$ cat src/rtl/topk_pkg.sv
// Shared types for the bitonic sort scheduler: backend control bundle,
// scheduler FSM states and the default backend latency.
package topk_pkg;

  localparam int BE_LATENCY_DEF = 5;

  typedef struct packed {
    logic vld;
    logic id;
  } ctrl_t;

  typedef enum logic [1:0] {
    RUN,
    DRAIN,
    DONE
  } sched_state_e;

endpackage

$ cat src/rtl/topk_fifo.sv
// First-word-fall-through result buffer.
// Ports: push_i/data_i write side, pop_i/data_o read side, count_o fill level.
module topk_fifo #(
  parameter int WIDTH = 8,
  parameter int DEPTH = 8
) (
  input  logic                       clk_i,
  input  logic                       rst_i,
  input  logic                       push_i,
  input  logic [WIDTH-1:0]           data_i,
  input  logic                       pop_i,
  output logic [WIDTH-1:0]           data_o,
  output logic [$clog2(DEPTH):0]     count_o
);

  localparam int AW = $clog2(DEPTH);
  localparam int CW = AW + 1;

  logic [WIDTH-1:0] mem [DEPTH];
  logic [AW-1:0]    wptr;
  logic [AW-1:0]    rptr;
  logic [CW-1:0]    count;
  logic             do_pop;
  logic             full;

  // a pop on an empty buffer is not a transfer
  assign do_pop  = pop_i && (count != '0);
  assign full    = (count == CW'(DEPTH));
  assign data_o  = mem[rptr];
  assign count_o = count;

  always_ff @(posedge clk_i) begin
    if (push_i) mem[wptr] <= data_i;
  end

  always_ff @(posedge clk_i or posedge rst_i) begin
    if (rst_i) begin
      wptr  <= '0;
      rptr  <= '0;
      count <= '0;
    end else begin
      if (push_i) wptr <= wptr + AW'(1);
      if (do_pop) rptr <= rptr + AW'(1);
      unique case ({push_i, do_pop})
        2'b10:   count <= count + CW'(1);
        2'b01:   count <= count - CW'(1);
        default: count <= count;
      endcase
    end
  end

  a_no_overflow: assert property (
    @(posedge clk_i) disable iff (rst_i)
    (push_i && full) |-> do_pop
  );

endmodule

$ cat src/rtl/bitonic_32_sched.sv
// Credit-based two-requester scheduler in front of a fixed-latency sort backend.
// Ports: req_* requesters, be_* backend issue/return, rsp_* results, drain_i/drain_done_o/busy_o control.
module bitonic_32_sched
  import topk_pkg::*;
#(
  parameter int DATAWIDTH  = 8,
  parameter int DATALENGTH = 32,
  parameter int BE_LATENCY = BE_LATENCY_DEF,
  parameter int FIFO_DEPTH = 8
) (
  input  logic                                       clk_i,
  input  logic                                       rst_i,
  input  logic [1:0]                                 req_valid_i,
  output logic [1:0]                                 req_ready_o,
  input  logic [1:0][DATALENGTH-1:0][DATAWIDTH-1:0]  req_data_i,
  output ctrl_t                                      be_ctrl_o,
  output logic [DATALENGTH-1:0][DATAWIDTH-1:0]       be_x_o,
  input  ctrl_t                                      be_ctrl_i,
  input  logic [DATALENGTH-1:0][DATAWIDTH-1:0]       be_y_i,
  output logic                                       rsp_valid_o,
  input  logic                                       rsp_ready_i,
  output logic                                       rsp_id_o,
  output logic [DATALENGTH-1:0][DATAWIDTH-1:0]       rsp_data_o,
  input  logic                                       drain_i,
  output logic                                       drain_done_o,
  output logic                                       busy_o
);

  localparam int CW  = $clog2(FIFO_DEPTH) + 1;
  localparam int CW1 = CW + 1;
  localparam int VW  = DATALENGTH * DATAWIDTH;

  sched_state_e state_q, state_n;
  logic         prio;
  logic [1:0]   gnt;
  logic         issue;
  logic         gnt_id;
  logic         ret;
  logic         can_issue;
  logic         done_q;
  logic [CW-1:0] inflight;
  logic [CW-1:0] fifo_count;
  logic [CW1-1:0] used;
  ctrl_t        tag [BE_LATENCY];
  ctrl_t        tag_out;
  logic [DATALENGTH-1:0][DATAWIDTH-1:0] x_q;
  logic [VW:0]  fifo_out;

  assign used = {1'b0, inflight} + {1'b0, fifo_count};

  // drain_i blocks acceptance in the same cycle it rises
  assign can_issue = !rst_i && (state_q == RUN) && !drain_i
                     && (used < CW1'(FIFO_DEPTH));

  always_comb begin
    gnt = '0;
    if (can_issue) begin
      unique case (req_valid_i)
        2'b01:   gnt = 2'b01;
        2'b10:   gnt = 2'b10;
        2'b11:   gnt = prio ? 2'b10 : 2'b01;
        default: gnt = '0;
      endcase
    end
  end

  assign issue       = |gnt;
  assign gnt_id      = gnt[1];
  assign req_ready_o = gnt;

  always_ff @(posedge clk_i or posedge rst_i) begin
    if (rst_i) prio <= 1'b0;
    else if (issue) prio <= ~gnt_id;
  end

  always_ff @(posedge clk_i) begin
    if (issue) x_q <= req_data_i[gnt_id];
  end

  // tag[0] doubles as the issue register; the backend answers in tag[BE_LATENCY-1]
  always_ff @(posedge clk_i or posedge rst_i) begin
    if (rst_i) begin
      for (int i = 0; i < BE_LATENCY; i++) tag[i] <= '0;
    end else begin
      tag[0] <= '{vld: issue, id: gnt_id};
      for (int i = 1; i < BE_LATENCY; i++) tag[i] <= tag[i-1];
    end
  end

  assign be_ctrl_o = tag[0];
  assign be_x_o    = x_q;
  assign tag_out   = tag[BE_LATENCY-1];
  assign ret       = tag_out.vld;

  always_ff @(posedge clk_i or posedge rst_i) begin
    if (rst_i) inflight <= '0;
    else begin
      unique case ({issue, ret})
        2'b10:   inflight <= inflight + CW'(1);
        2'b01:   inflight <= inflight - CW'(1);
        default: inflight <= inflight;
      endcase
    end
  end

  topk_fifo #(
    .WIDTH (VW + 1),
    .DEPTH (FIFO_DEPTH)
  ) u_fifo (
    .clk_i   (clk_i),
    .rst_i   (rst_i),
    .push_i  (ret),
    .data_i  ({tag_out.id, be_y_i}),
    .pop_i   (rsp_ready_i),
    .data_o  (fifo_out),
    .count_o (fifo_count)
  );

  assign rsp_valid_o = (fifo_count != '0);
  assign rsp_id_o    = fifo_out[VW];
  assign rsp_data_o  = fifo_out[VW-1:0];

  always_comb begin
    state_n = state_q;
    unique case (state_q)
      RUN:     if (drain_i) state_n = DRAIN;
      DRAIN:   if (inflight == '0 && fifo_count == '0) state_n = DONE;
      DONE:    if (!drain_i) state_n = RUN;
      default: state_n = RUN;
    endcase
  end

  always_ff @(posedge clk_i or posedge rst_i) begin
    if (rst_i) begin
      state_q <= RUN;
      done_q  <= 1'b0;
    end else begin
      state_q <= state_n;
      done_q  <= (state_q == DRAIN) && (state_n == DONE);
    end
  end

  assign drain_done_o = done_q;
  assign busy_o = (inflight != '0) || (fifo_count != '0) || tag[0].vld;

  // stale returns after a reset arrive with no tag and are simply dropped
  a_ret_match: assert property (
    @(posedge clk_i) disable iff (rst_i)
    tag_out.vld |-> (be_ctrl_i.vld && be_ctrl_i.id == tag_out.id)
  );

endmodule
$ cat config.mk
export PLATFORM = sky130hd
export DESIGN_NAME = bitonic_32_sched
export DESIGN_NICKNAME = d
export VERILOG_FILES = /design/src/rtl/topk_pkg.sv /design/src/rtl/topk_fifo.sv /design/src/rtl/bitonic_32_sched.sv
export SDC_FILE = /design/constraint.sdc
export NUM_CORES = 2
export LEC_CHECK = 0
export ABC_AREA = 1
export BUFFER_PORTS_ARGS = -buffer_cell sky130_fd_sc_hd__buf_2
export CORE_AREA = 2 2 503 505
export DETAILED_ROUTE_END_ITERATION = 10
export DIE_AREA = 0 0 505 507
export PLACE_DENSITY_LB_ADDON = 0.15
export REMOVE_ABC_BUFFERS = 1
export SLEW_MARGIN = 25
export SYNTH_ARGS = -nofsm -noshare
export SYNTH_HDL_FRONTEND = slang
export SYNTH_SLANG_ARGS = --single-unit
$ cat constraint.sdc
create_clock -name clk_i -period 15.76 [get_ports clk_i]
set_input_delay 0.788 -clock clk_i [delete_from_list [all_inputs] [get_ports clk_i]]
set_output_delay 0.788 -clock clk_i [all_outputs]
set_load 0.05 [all_outputs]
==> impl_metrics.py <==
metrics = {
    "timing": {
        "setup_viol": 0,
        "min_period_ps": 7340,
        "postLayoutSetupSlackWorst_ps": 8420,
        "grt_setup_unrepaired": "false",
        "tightestPinTransition_ps": 1120,
        "clock_skew_ps": 79.7,
        "max_clock_freq_ghz": 0.136,
        "hold_viol": 0,
        "slew_headroom_pct": 25.5,
        "setup_tns_ps": 0,
        "min_period_over_period_pct": 46.6,
        "slew_viol_final": 0,
    },
    "drt": {
        "dr.first_iter.drc_count": 6158,
        "post_drt_wl_per_cell_um": 26.3,
        "drc_errors": 0,
        "wl_mm": 333,
        "antenna_left": 0,
        "first_pass_iters": 5,
        "vias": 64900,
        "vias_per_cell": 5.13,
    },
    "clock_network": {
        "clk_latency_ps": 930,
        "post_cts_resized": 0,
        "clk_pin_slew_ps": 60,
        "numCtsBuffers": 279,
        "clock-sinks": 2340,
        "cts-root-buf": "clkbuf_16",
        "cts_max_path_buffers": 4,
        "post_cts_buffers": 0,
        "cts_tree": "done",
        "htree_levels": 5,
        "hold_buffers": 0,
    },
    "synth": {
        "synth_area_um2": 93800,
        "yosysSeqAreaShare_pct": 74.7,
        "syn_avg_cell_area_um2": 11.9,
        "synth_warnings": 0,
        "synth_seq_cells": 2340,
        "synthCells": 7871,
        "ys_types": 24,
    },
    "global_route": {
        "grt_pass1_wl_mm": 461,
        "grt_usage_pct": 25.1,
        "antenna_found_initial": 223,
        "first_global_vias": 60200,
        "grt_max_degree": 227,
        "overflow": 0,
    },
    "setup_path": {
        "worstPathArrival_ps": 6550,
        "r2r_cells": 9,
        "worst_setup_path_start_kind": "flip-flop",
        "worstSetupPathType": "flip-flop to output pin",
        "required_ps": 14970,
        "path_max_fanout": 96,
        "end_kind": "output pin",
    },
    "worst_hold_path": {
        "hold_depth": 1,
        "holdCritPathClass": "input pin to flip-flop",
    },
    "floorplan": {
        "io_pins": 1296,
        "die_y_um": 507,
        "dieArea_um2": 256000,
        "rows": 184,
        "fp.dieW_um": 505,
        "initial_core_util_pct": 37.5,
        "fp.coreArea_um2": 250000,
    },
    "power": {
        "cellPowerDensity_nw_per_um2": 193,
        "leakagePower_nw": 41.6,
        "ir_worst_vdd_v": 0.000183,
    },
    "placed_design": {
        "place_ws_ps": 8910,
        "place_hpwl_mm": 211,
        "dpl_cell_area_um2": 103000,
        "io_buffers": 1293,
        "place.gp.congestion": 0.960,
    },
    "layout": {
        "area_delta_synth_final_pct": 19.1,
        "nNetsFinal": 9821,
        "layout-drive-gt1-share_pct": 19.2,
        "final_common_cell": "edfxtp_1",
        "layout_common_cells": "edfxtp_1 (2,312), nor2_1 (1,808), nand2_1 (1,584)",
        "fin_area_um2": 112000,
    },
    "run_status": {
        "status": "completed",
    },
    "run": {
        "maxCapViolCount": 0,
    },
}
registers in the layout, indices dropped and copies added, names as in the netlist:
signal,count
u_fifo.mem,2056
be_x_o,256
tag,7
inflight,4
u_fifo.count_o,4
u_fifo.rptr,3
u_fifo.wptr,3
be_ctrl_o,2
state_q,2
drain_done_o,1
prio,1
ret,1
per-stage QoR:
step                      hold WS, ps  utilization (%)  cells  total power, W
after global routing             99.4             44.6  12600          0.0227
after detailed placement          336             41.2  12100          0.0158
after CTS                        61.4             44.5  12600          0.0218
after global placement            338             41.2  12100          0.0157
after floorplan                   331                -   7358          0.0141
final                             133             44.6  12600          0.0216
layout make-up:
| cell class | instances | area (um2) |
|---|---|---|
| antenna | 73 | 183 |
| clock inverter | 121 | 1020 |
| tap | 3348 | 4190 |
| timing repair buffer | 1393 | 7410 |
| inverter | 30 | 135 |
| multi-input combinational | 4988 | 21300 |
| sequential | 2340 | 70100 |
| fill | 23200 | 139000 |
| clock buffer | 352 | 7350 |
cell usage after synthesis (all sizes together):
cell	count	area share, %
a21boi	2	0.020
clkinv	1	0.0040
nand3	11	0.059
nand2	1586	6.3
xnor2	4	0.037
ha	11	0.15
xor2	6	0.056
buf	276	1.6
dfrtp	28	0.75
edfxtp	2312	74
or2	1	0.0067
clkbuf	237	0.95
inv	29	0.12
nand4	256	1.7
fa	2	0.043
o21ai	1292	6.9
nor2	1817	7.3
per-layer routing:
layer  wire length, um  GRT usage [%]
met5               614              0
met4             15300           9.70
met3             25300           6.36
met2            159000           41.4
met1            133000           31.6
cells by family (layout without fill, tap and decap cells):
| kind of cell | count (synthesis) | in the layout | synth area share [%] |
|---|---|---|---|
| AO/OA/AOI/OAI | 1294 | 1294 | 6.91 |
| XOR/XNOR | 10 | 10 | 0.0933 |
| adder cells (fa/ha/maj) | 13 | 13 | 0.189 |
| buffers and inverters | 543 | 1896 | 2.69 |
| flip-flops | 2340 | 2340 | 74.7 |
| other | 0 | 73 | 0 |
| AND/OR/NAND/NOR | 3671 | 3671 | 15.4 |
worst max-delay path, cell delays in order, from the launching register on:
cell and delay (ps):
dfrtp_4 870, buf_4 650, buf_6 660, buf_4 670
buf_4 810, buf_4 890, nor2_1 110, nor2_1 120
o21ai_1 90, nand2_1 100, nand2_1 50, nand2_1 200
buf_2 310
path summary, 6_finish.rpt:
check,startpoint,end,slack [ps]
max,u_fifo.rptr[0]$_DFFE_PP0P_,rsp_data_o[197],8420
min,be_y_i[163],u_fifo.mem[2][163]$_DFFE_PP_,130
max reg2reg,u_fifo.count_o[3]$_DFFE_PP0P_,be_x_o[191]$_DFFE_PP_,10660
min reg2reg,tag[6]$_DFF_PP0_,tag[4]$_DFF_PP0_,350
max in group asynchronous,rst_i,u_fifo.rptr[1]$_DFFE_PP0P_,15200
min in group asynchronous,rst_i,be_ctrl_o[0]$_DFF_PP0_,160
where the power goes:
group	switching [W]	internal [W]	leakage, nW	total (W)
Combinational	0.00660	0.00182	16.3	0.00842
Clock	0.00247	0.00355	4.07	0.00602
Sequential	0.000138	0.00703	21.2	0.00717
Total	0.00922	0.0124	41.6	0.0216
(Power assumes the default switching activity.)
